<file path="src/rtl/rom_dl_router.sv">
// Qualifies the ioctl download stream into a ROM write port and a DIP bank, and holds core reset across loads.
// Latency: dl_*, sw* and status register one cycle after the strobe. No backpressure; one byte per cycle is accepted.
module rom_dl_router #(
    parameter int         ROM_SIZE     = 86016,
    parameter int         HOLD_CYCLES  = 4096,
    parameter logic [7:0] DIP0_DEFAULT = 8'h00,
    parameter logic [7:0] DIP1_DEFAULT = 8'hC2,
    parameter logic [7:0] DIP2_DEFAULT = 8'h00
) (
    input  logic        clk_sys,
    input  logic        reset_n,
    input  logic        ioctl_download,
    input  logic [7:0]  ioctl_index,
    input  logic        ioctl_wr,
    input  logic [24:0] ioctl_addr,
    input  logic [7:0]  ioctl_dout,
    output logic [16:0] dl_addr,
    output logic [7:0]  dl_data,
    output logic        dl_wr,
    output logic [7:0]  sw0,
    output logic [7:0]  sw1,
    output logic [7:0]  sw2,
    output logic        core_reset,
    output logic        rom_ok,
    output logic        rom_err
);

    localparam int CW = $clog2(ROM_SIZE + 1);
    localparam int HW = (HOLD_CYCLES > 1) ? $clog2(HOLD_CYCLES) : 1;
    localparam logic [CW-1:0] ROM_CNT   = CW'(ROM_SIZE);
    localparam logic [24:0]   ROM_END   = 25'(ROM_SIZE);
    localparam logic [HW-1:0] HOLD_LOAD = HW'(HOLD_CYCLES - 1);

    typedef enum logic [1:0] {IDLE, LOAD, HOLD, RUN} state_t;

    state_t          state, state_nxt;
    logic [CW-1:0]   cnt, cnt_nxt;
    logic            err, err_nxt;
    logic [HW-1:0]   hold_cnt;
    logic            accept, oor, load_ok;
    logic [7:0]      dip_bank [8];
    logic            unused_dip_hi;

    logic rom_sel, rom_wr, in_range, dip_wr;
    assign rom_sel  = ioctl_download && (ioctl_index == 8'd0);
    assign rom_wr   = ioctl_wr && (ioctl_index == 8'd0);
    assign in_range = ioctl_addr < ROM_END;
    assign dip_wr   = ioctl_wr && (ioctl_index == 8'd254) && (ioctl_addr[24:3] == '0);

    always_ff @(posedge clk_sys) begin
        if (!reset_n) begin
            state <= IDLE;
        end else begin
            state <= state_nxt;
        end
    end

    always_comb begin
        state_nxt = state;
        accept    = 1'b0;
        oor       = 1'b0;
        case (state)
            IDLE: if (rom_sel) state_nxt = LOAD;
            LOAD: begin
                // The write on the cycle the download drops still counts.
                accept = rom_wr && in_range;
                oor    = rom_wr && !in_range;
                if (!rom_sel) state_nxt = HOLD;
            end
            HOLD: if (hold_cnt == '0) state_nxt = RUN;
            RUN:  if (rom_sel) state_nxt = LOAD;
            default: state_nxt = IDLE;
        endcase
        cnt_nxt = (accept && (cnt != ROM_CNT)) ? cnt + CW'(1) : cnt;
        err_nxt = err | oor;
        load_ok = (cnt_nxt == ROM_CNT) && !err_nxt;
    end

    always_ff @(posedge clk_sys) begin
        if (!reset_n) begin
            dl_wr      <= 1'b0;
            dl_addr    <= '0;
            dl_data    <= '0;
            core_reset <= 1'b1;
            rom_ok     <= 1'b0;
            rom_err    <= 1'b0;
            cnt        <= '0;
            err        <= 1'b0;
            hold_cnt   <= '0;
        end else begin
            dl_wr      <= accept;
            core_reset <= (state_nxt != RUN);
            if (accept) begin
                dl_addr <= ioctl_addr[16:0];
                dl_data <= ioctl_dout;
            end
            if ((state != LOAD) && (state_nxt == LOAD)) begin
                cnt     <= '0;
                err     <= 1'b0;
                rom_ok  <= 1'b0;
                rom_err <= 1'b0;
            end else if (state == LOAD) begin
                cnt <= cnt_nxt;
                err <= err_nxt;
                if (state_nxt == HOLD) begin
                    rom_ok   <= load_ok;
                    rom_err  <= !load_ok;
                    hold_cnt <= HOLD_LOAD;
                end
            end else if ((state == HOLD) && (hold_cnt != '0)) begin
                hold_cnt <= hold_cnt - HW'(1);
            end
        end
    end

    // DIP bank is written in any state and is restored to defaults by reset.
    always_ff @(posedge clk_sys) begin
        if (!reset_n) begin
            dip_bank[0] <= DIP0_DEFAULT;
            dip_bank[1] <= DIP1_DEFAULT;
            dip_bank[2] <= DIP2_DEFAULT;
            for (int i = 3; i < 8; i++) dip_bank[i] <= '0;
        end else if (dip_wr) begin
            dip_bank[ioctl_addr[2:0]] <= ioctl_dout;
        end
    end

    assign sw0 = dip_bank[0];
    assign sw1 = dip_bank[1];
    assign sw2 = dip_bank[2];
    assign unused_dip_hi = ^{dip_bank[3], dip_bank[4], dip_bank[5], dip_bank[6], dip_bank[7]};

endmodule

</file>
<file path="config.mk">
export PLATFORM = sky130hd
export DESIGN_NAME = rom_dl_router
export DESIGN_NICKNAME = d
export VERILOG_FILES = /design/src/rtl/rom_dl_router.sv
export SDC_FILE = /design/constraint.sdc
export NUM_CORES = 1
export LEC_CHECK = 0
export BUFFER_PORTS_ARGS = -buffer_cell sky130_fd_sc_hd__clkbuf_2
export CAP_MARGIN = 20
export CELL_PAD_IN_SITES_DETAIL_PLACEMENT = 1
export CELL_PAD_IN_SITES_GLOBAL_PLACEMENT = 2
export CORE_AREA = 4 4 112 114
export CTS_CLUSTER_SIZE = 14
export DETAILED_ROUTE_END_ITERATION = 12
export DIE_AREA = 0 0 116 118
export PLACE_DENSITY = 0.84
export RECOVER_POWER = 50
export SYNTH_ARGS = -nofsm -noshare
export SYNTH_HDL_FRONTEND = slang
export SYNTH_SLANG_ARGS = --single-unit
</file>
<file path="constraint.sdc">
create_clock -name clk_sys -period 3.5 [get_ports clk_sys]
set_input_delay 0.175 -clock clk_sys [delete_from_list [all_inputs] [get_ports clk_sys]]
set_output_delay 0.175 -clock clk_sys [all_outputs]
set_load 0.01 [all_outputs]
</file>
# == Word level (Yosys, flattened, before mapping) ==
# Memory sizes are Yosys's and may differ from the RTL's.
# Cells that the tools add are included.
# W data, S select, Z words.
# totals
reg_bits,61
mem_bits_rw,64
in_bits,45
word_cells,69
memories,1
# op_classes
addsub,2
magnitude_cmp,1
n_eq_ne,11
n_mux,17
n_bitwise,3
n_reduce_logical,24
# mem_list
memory,depth,width,read_ports,rd_ports_with_merged_regs,write_ports,line_no,rtl
dip_bank,8,8,3,0,8,41,logic [7:0] dip_bank [8];
# op_table
op,n
$mux W12,3
$lt A25 B17 Y1 const B,1
$logic_not A22 Y1,1
$add A17 B1 Y17 const B,1
$eq A17 B17 Y1 const B,1
$mux W17,1
$ne A17 B17 Y1 const B,1
$logic_not A12 Y1,1
$reduce_bool A12 Y1,1
$sub A12 B1 Y12 const B,1
$logic_and A1 B1 Y1,10
$eq A8 B8 Y1 const B,1
$logic_not A8 Y1,1
$mux W8,1
$reduce_or A8 Y1,1
$mux W1,7
$eq A2 B2 Y1 const B,3
$mux W2,3
$pmux W2 S3,1
$eq A2 B1 Y1 const B,2
$ne A2 B1 Y1 const B,2
$reduce_or A2 Y1,2
$logic_not A1 Y1,3
$mux W3,1
other kinds (7),8

# == Logic depth before layout (Yosys ltp) ==
# Gate-level depths: netlist of run 1.
# depth
word_depth,9
depth_mapped,9
depth_no_buf,9

# == Least setup slack after synthesis of run 1 ==
# Ideal clock, no wire load.
# synth_path
path_type,register to register
start,register hold_cnt[5]
end,register hold_cnt[7]
setup_time_ns,0.131
arrival_time_ns,2.051
slack_ns,1.318
path_stages_with_launch,8
path_buffers,0
synth_period_minus_slack_ns,2.182
cell_sequence,dfxtp_1 > or4_4 > or3_4 > o31a_1 > o2111ai_2 > nor3_1 > xnor2_1 > a21boi_1
# synth_between
elab_chain_len,7
# synth_lines
element,line_no,rtl
from (decl),39,logic [HW-1:0] hold_cnt;
from (signal assigned),111,hold_cnt <= hold_cnt - HW'(1);
"parallel branches: the longest is 7 deep, another holds $logic_not A12 Y1",n/a,
# Parallel ways; which one is timed is not known. The select of a mux whose other input is x is not followed.
# A chain may end at the register's enable or synchronous reset.

# == Worst setup path after layout of run 1 ==
# layout_path
start,register state[0]
end,register rom_err
# layout_between
elab_chain_len,7
# layout_lines
element,line_no,rtl
from (decl),36,"state_t state, state_nxt;"
from (signal assigned),54,state <= state_nxt;
$eq A2 B1 Y1,"62, 102",
$mux W1,62,case (state)
$logic_and A1 B1 Y1,74,cnt_nxt = (accept && (cnt != ROM_CNT)) ? cnt + CW'(1) : cnt;
$mux W17,74,
$eq A17 B17 Y1,76,load_ok = (cnt_nxt == ROM_CNT) && !err_nxt;
$logic_and A1 B1 Y1,76,
$logic_not A1 Y1,107,rom_err <= !load_ok;
to (signal assigned),107,
to (decl),25,output logic rom_err
# Several ways; a longest one is shown, not always the timed one.

==> impl_metrics.toml, run 1 <==
[clock_network]
clock_sinks = 85
cts_hold_buf = 0
post_cts_buffers = 0
tritoncts = "built"
cts_buffers = 9
h-tree-depth = 3
cts_resized = 0
clk_pin_slew_ns = 0.07
clockRootBuffer = "clkbuf_16"
worstSkewPairLatency_ns = 0.33
clk_path_buf_depth = 2

[worst_setup_path]
crit_arrival_ns = 2.91
crit_path_max_fanout = 12
r2r-start = "state[0]"
worst_setup_path_end_kind = "register"
crit_chain = "ha_1 -> nand4_2 -> a211oi_4 -> and4_1 -> o2111a_1 -> nand4_1 -> nor3b_1"
timing.rr.end = "rom_err"
crit_path_start_kind = "register"
crit_cells = 7
reg2regPathDepth = 7
worst_path_dominant_cell_family = "simple AND/OR/NAND/NOR gates"
worstSetupPathType = "reg2reg"
r2r_setup_slack_ns = 0.80
crit_required_ns = 3.72
critPathSlowestCell = "ha_1"
startpoint = "state[0]"
crit_end = "rom_err"
cp_slowest_stage_delay_ns = 0.53
path_buf_inv = 0

[sta]
final.setup.tns_ns = 0
slew_headroom = 0.421
maxSlewViolCount = 0
hold_violations = 0
tightest_slew_ns = 0.860
fmax_mhz = 371
min_period_ns = 2.70
period_share = 0.770
rsz0062_at_grt = "no"
layout_setup_ws_ns = 0.803
fin_skew_ns = 0.00802
setup_viol = 0

[floorplanning]
die_w_um = 116
start_util = 0.346
rows = 39
dieArea_um2 = 13700
ios = 98
die_y_um = 118
core_area_um2 = 11400

[yosys]
yosys-mux-area-fraction = 0.00507
synth_simple_gate_area_frac = 0.274
synth.cell_area_um2 = 3950
synthXorXnorAreaFrac = 0.0665
synth_top_family_by_area = "simple AND/OR/NAND/NOR gates"
syn_avg_cell_area_um2 = 9.56
async_reset_ff_frac = 0
synth_compound_area_frac = 0.119
synth_edf_count = 24
syn_inst = 413
ys_types = 52
syn_nets = 463
ys_ff_latch = 85
yosysWarnings = 0
synthFlopType = "dfxtp_1"
post_synth_fa_ha_maj_area_fraction = 0.0158
ys_seq_area_frac = 0.492

[global_routing]
grt_max_degree = 45
grtUsageTotal = 0.159
grt_pass1_vias = 3426
grt_pass1_wl_mm = 17.6
antenna_found_initial = 0
grt_overflow = 0

[detailed_routing]
drtAntennaViolNets = 0
wl_mm = 10.8
wl_per_cell_um = 16.5
drc = 0
dr.pass1.iters = 4
num_vias = 3275
viasPerCell = 4.99
drt_iter0_markers = 128

[run_status]
status = "finished clean"

[placed_design]
routabilityCongestion = 0.845
dp_hpwl_mm = 8.09
placed_cell_area_um2 = 4580
detailedPlace.worstSlack_ns = 0.735
placement.io_buffers = 97

[job]
drv_cap = 0

[pwr]
p_per_area_nw_per_um2 = 554
vdd_drop_max_uv = 277
p_leak_nw = 1.70

[finish]
diodes = 0
fill_cells = 1369
fin_nets = 558
layout_common_cells = "nand2_1, dfxtp_1, clkbuf_1, clkbuf_2, nor2_1"
area_growth_pct = 21.6
drive_gt1_frac = 0.148
final_area_um2 = 4800
final_common_cell = "nand2_1"

[hold_path]
hold_class = "in2reg"
cell usage after synthesis (2+ instances only):
library cell / count / share of area
xor2_1: 7 / 0.016
and2_1: 17 / 0.027
nand2_1: 71 / 0.067
a21boi_1: 2 / 0.0038
nor2_1: 35 / 0.033
clkbuf_1: 15 / 0.014
mux2i_1: 2 / 0.0051
and3_1: 14 / 0.022
nand4_1: 8 / 0.013
nor3b_1: 2 / 0.0038
nand3_1: 9 / 0.011
and4_1: 5 / 0.011
dfxtp_1: 61 / 0.31
edfxtp_1: 24 / 0.18
nor4_1: 9 / 0.014
xnor2_1: 23 / 0.051
a21boi_0: 34 / 0.065
nor3_1: 12 / 0.015
ha_1: 5 / 0.016
nand4b_1: 2 / 0.0044
nand2b_1: 6 / 0.0095
nor4_2: 4 / 0.013
inv_1: 8 / 0.0076
buf_4: 2 / 0.0038
nand4_2: 2 / 0.0063
or3_1: 4 / 0.0063
a21oi_1: 5 / 0.0063
stage by stage:
stage | power (W) | utilization | std cells | hold WS [ns]
2_1_floorplan | 0.00156 | - | 413 | 0.320
3_3_place_gp | 0.00169 | 0.401 | 640 | 0.424
3_5_place_dp | 0.00172 | 0.401 | 640 | 0.444
4_1_cts | 0.00271 | 0.428 | 656 | 0.0802
5_1_grt | 0.00280 | 0.421 | 656 | 0.104
6_report | 0.00266 | 0.421 | 656 | 0.0904
where the power goes:
group	switching (W)	internal, W	leakage [nW]	total (W)
registers	0.0000565	0.00108	0.722	0.00114
clock network	0.000434	0.000545	0.153	0.000979
logic	0.000315	0.000228	0.828	0.000543
total	0.000805	0.00185	1.70	0.00266
state kept, by name, indices dropped and copies added, names as in the netlist:
name        flops
rom_ok          1
dl_data         8
core_reset      1
rom_err         1
dl_wr           1
dl_addr        17
dip_bank       24
err             1
hold_cnt       12
cnt            17
state           2
worst min-delay path: stages:
cell and delay, ns:
clkbuf_1 0.09, nand2_1 0.05, a21boi_0 0.06
worst min path at each step:
stage / from / end / slack (ns) / cells after the start
floorplan: ioctl_addr[10] / dl_addr[10] / 0.32 / 2
global placement: ioctl_addr[4] / dl_addr[4] / 0.42 / 3
detailed placement: ioctl_addr[2] / dl_addr[2] / 0.44 / 3
CTS: ioctl_addr[2] / dl_addr[2] / 0.08 / 3
global route: ioctl_addr[11] / dl_addr[11] / 0.10 / 3
finish: ioctl_addr[2] / dl_addr[2] / 0.09 / 3
routing by layer:
metal / up-vias / track usage / part of all wire
li1: 1635 / - / -
met4: 0 / 0.0529 / 0.022
met1: 1554 / 0.199 / 0.44
met3: 20 / 0.0242 / 0.047
met5: - / 0 / 0
met2: 66 / 0.277 / 0.49
cells by family (layout without fill, tap and decap cells):
kind of cell / Yosys count / count (layout)
compound gates: 58 / 58
xor+xnor: 30 / 30
fa+ha+maj: 5 / 5
buf+inv: 27 / 127
flops: 85 / 85
mux: 2 / 2
simple gates: 206 / 206
cell type report:
class | instances | area, um2 | area share
Multi-Input combinational cell | 301 | 1890 | 0.393
Inverter | 8 | 30.0 | 0.00625
Sequential cell | 85 | 1940 | 0.404
Timing Repair Buffer | 103 | 455 | 0.0948
Clock inverter | 6 | 57.6 | 0.0120
Tap cell | 143 | 179 | 0.0373
Clock buffer | 10 | 250 | 0.0521
No activity file was read; power rests on OpenSTA's default activity.
==> inputs of run 2 (changes only) <==
--- a/config.mk
+++ b/config.mk
@@ -9,11 +9,11 @@
 export CAP_MARGIN = 20
 export CELL_PAD_IN_SITES_DETAIL_PLACEMENT = 1
 export CELL_PAD_IN_SITES_GLOBAL_PLACEMENT = 2
-export CORE_AREA = 4 4 112 114
+export CORE_AREA = 4 4 117 119
 export CTS_CLUSTER_SIZE = 14
 export DETAILED_ROUTE_END_ITERATION = 12
-export DIE_AREA = 0 0 116 118
-export PLACE_DENSITY = 0.84
+export DIE_AREA = 0 0 121 123
+export PLACE_DENSITY = 0.77
 export RECOVER_POWER = 50
 export SYNTH_ARGS = -nofsm -noshare
 export SYNTH_HDL_FRONTEND = slang
==> constraint.sdc (replaced) <==
create_clock -name clk_sys -period 2.6 [get_ports clk_sys]
set_input_delay 0.13 -clock clk_sys [delete_from_list [all_inputs] [get_ports clk_sys]]
set_output_delay 0.13 -clock clk_sys [all_outputs]
set_load 0.01 [all_outputs]
==> impl_metrics.toml, run 2 (synthesis results as in run 1) <==
[global_routing]
antenna_found_initial = 0
grt_max_degree = 45
grt_pass1_wl_mm = 17.8
grtUsageTotal = 0.153
grt_overflow = 0
grt_pass1_vias = 3491

[detailed_routing]
num_vias = 3337
drc = 0
dr.pass1.iters = 4
drtAntennaViolNets = 0
drt_iter0_markers = 112
wl_per_cell_um = 15.6
viasPerCell = 4.82
wl_mm = 10.8

[pwr]
power_w = 0.00361
p_per_area_nw_per_um2 = 736
p_leak_nw = 1.74
vdd_drop_max_uv = 308

[placed_design]
dp_hpwl_mm = 8.32
detailedPlace.worstSlack_ns = 0.232
routabilityCongestion = 0.749
placement.io_buffers = 97
placed_cell_area_um2 = 4680

[sta]
layout_setup_ws_ns = 0.258
hold_violations = 0
setup_viol = 0
maxSlewViolCount = 0
min_period_ns = 2.34
rsz0062_at_grt = "no"
period_share = 0.901
final.setup.tns_ns = 0
fin_skew_ns = 0.00394
fmax_mhz = 427
slew_headroom = 0.649
tightest_slew_ns = 0.527

[clock_network]
tritoncts = "built"
clk_pin_slew_ns = 0.06
cts_buffers = 9
cts_resized = 0
h-tree-depth = 3
cts_hold_buf = 0
post_cts_buffers = 0
worstSkewPairLatency_ns = 0.34
clockRootBuffer = "clkbuf_16"
clock_sinks = 85
clk_path_buf_depth = 2

[floorplanning]
rows = 41
start_util = 0.314
die_y_um = 123
core_area_um2 = 12600
die_w_um = 121
dieArea_um2 = 14900
ios = 98

[finish]
fin_nets = 566
layout_common_cells = "nand2_1, clkbuf_1, dfxtp_1, clkbuf_2, nor2_1"
fill_cells = 1513
regMostFlops = "dip_bank"
final_area_um2 = 4900
diodes = 0
largest_reg_flops = 24
fin_util = 0.390
drive_gt1_frac = 0.155
reg_top3 = "dip_bank x24, cnt x17, dl_addr x17"
area_growth_pct = 24.1
final_common_cell = "nand2_1"

[worst_setup_path]
crit_path_max_fanout = 9
worstSetupPathType = "reg2reg"
crit_arrival_ns = 2.60
crit_path_start_kind = "register"
crit_required_ns = 2.86
worst_setup_path_end_kind = "register"

[job]
drv_cap = 0

[hold_path]
hold_class = "in2reg"

[run_status]
status = "finished clean"
==> run 2: cell types whose count changed in the layout (fill, tap and decap cells not counted) <==
cell,delta
and2_0,-9
and2_1,+9
buf_4,+7
clkbuf_1,+5
inv_6,-4
bufinv_16,+2
inv_8,-2
clkbuf_16,-1
clkbuf_2,+1
nor4_1,-1
nor4_2,+1
or4_1,-1
or4_4,+1
==> run 2: cell type report <==
cell class,instances,area [um2],share of cell area
Timing Repair Buffer,111,513,0.105
Tap cell,172,215,0.0439
Inverter,8,30.0,0.00613
Clock inverter,2,60.1,0.0123
Multi-Input combinational cell,301,1900,0.387
Sequential cell,85,1940,0.396
Clock buffer,14,244,0.0498
==> run 2: worst max-delay path, stage by stage (launching register included) <==
cell      delay [ns]
dfxtp_1         0.35
or4_4           0.56
or3_4           0.35
o31a_1          0.33
o21ai_4         0.27
nor3_1          0.10
xnor2_1         0.13
a21boi_0        0.18
==> run 2: final timing paths <==
path	from	end	slack (ns)	cells after the start
worst min-delay path	ioctl_addr[4]	dl_addr[4]	0.04	3
worst max-delay path	hold_cnt[5]	hold_cnt[8]	0.26	7
worst max register to register	hold_cnt[5]	hold_cnt[8]	0.26	7
worst min register to register	err	err	0.46	2
==> run 2: through the flow <==
stage,std cells,hold slack [ns]
floorplan,413,0.275
global placement,677,0.384
detailed placement,677,0.395
CTS,693,0.0313
global route,693,0.0552
finish,693,0.0441
==> run 2: power by group <==
part / internal [W] / switching [W]
Combinational: 0.000325 / 0.000407
Sequential: 0.00146 / 0.0000765
Clock: 0.000844 / 0.000498
Total: 0.00263 / 0.000982
==> run 2: layer usage <==
metal | vias up | GRT usage | part of all wire
li1 | 1656 | - | -
met5 | - | 0 | 0
met4 | 0 | 0.0609 | 0.020
met1 | 1600 | 0.183 | 0.44
met2 | 65 | 0.273 | 0.50
met3 | 16 | 0.0279 | 0.042
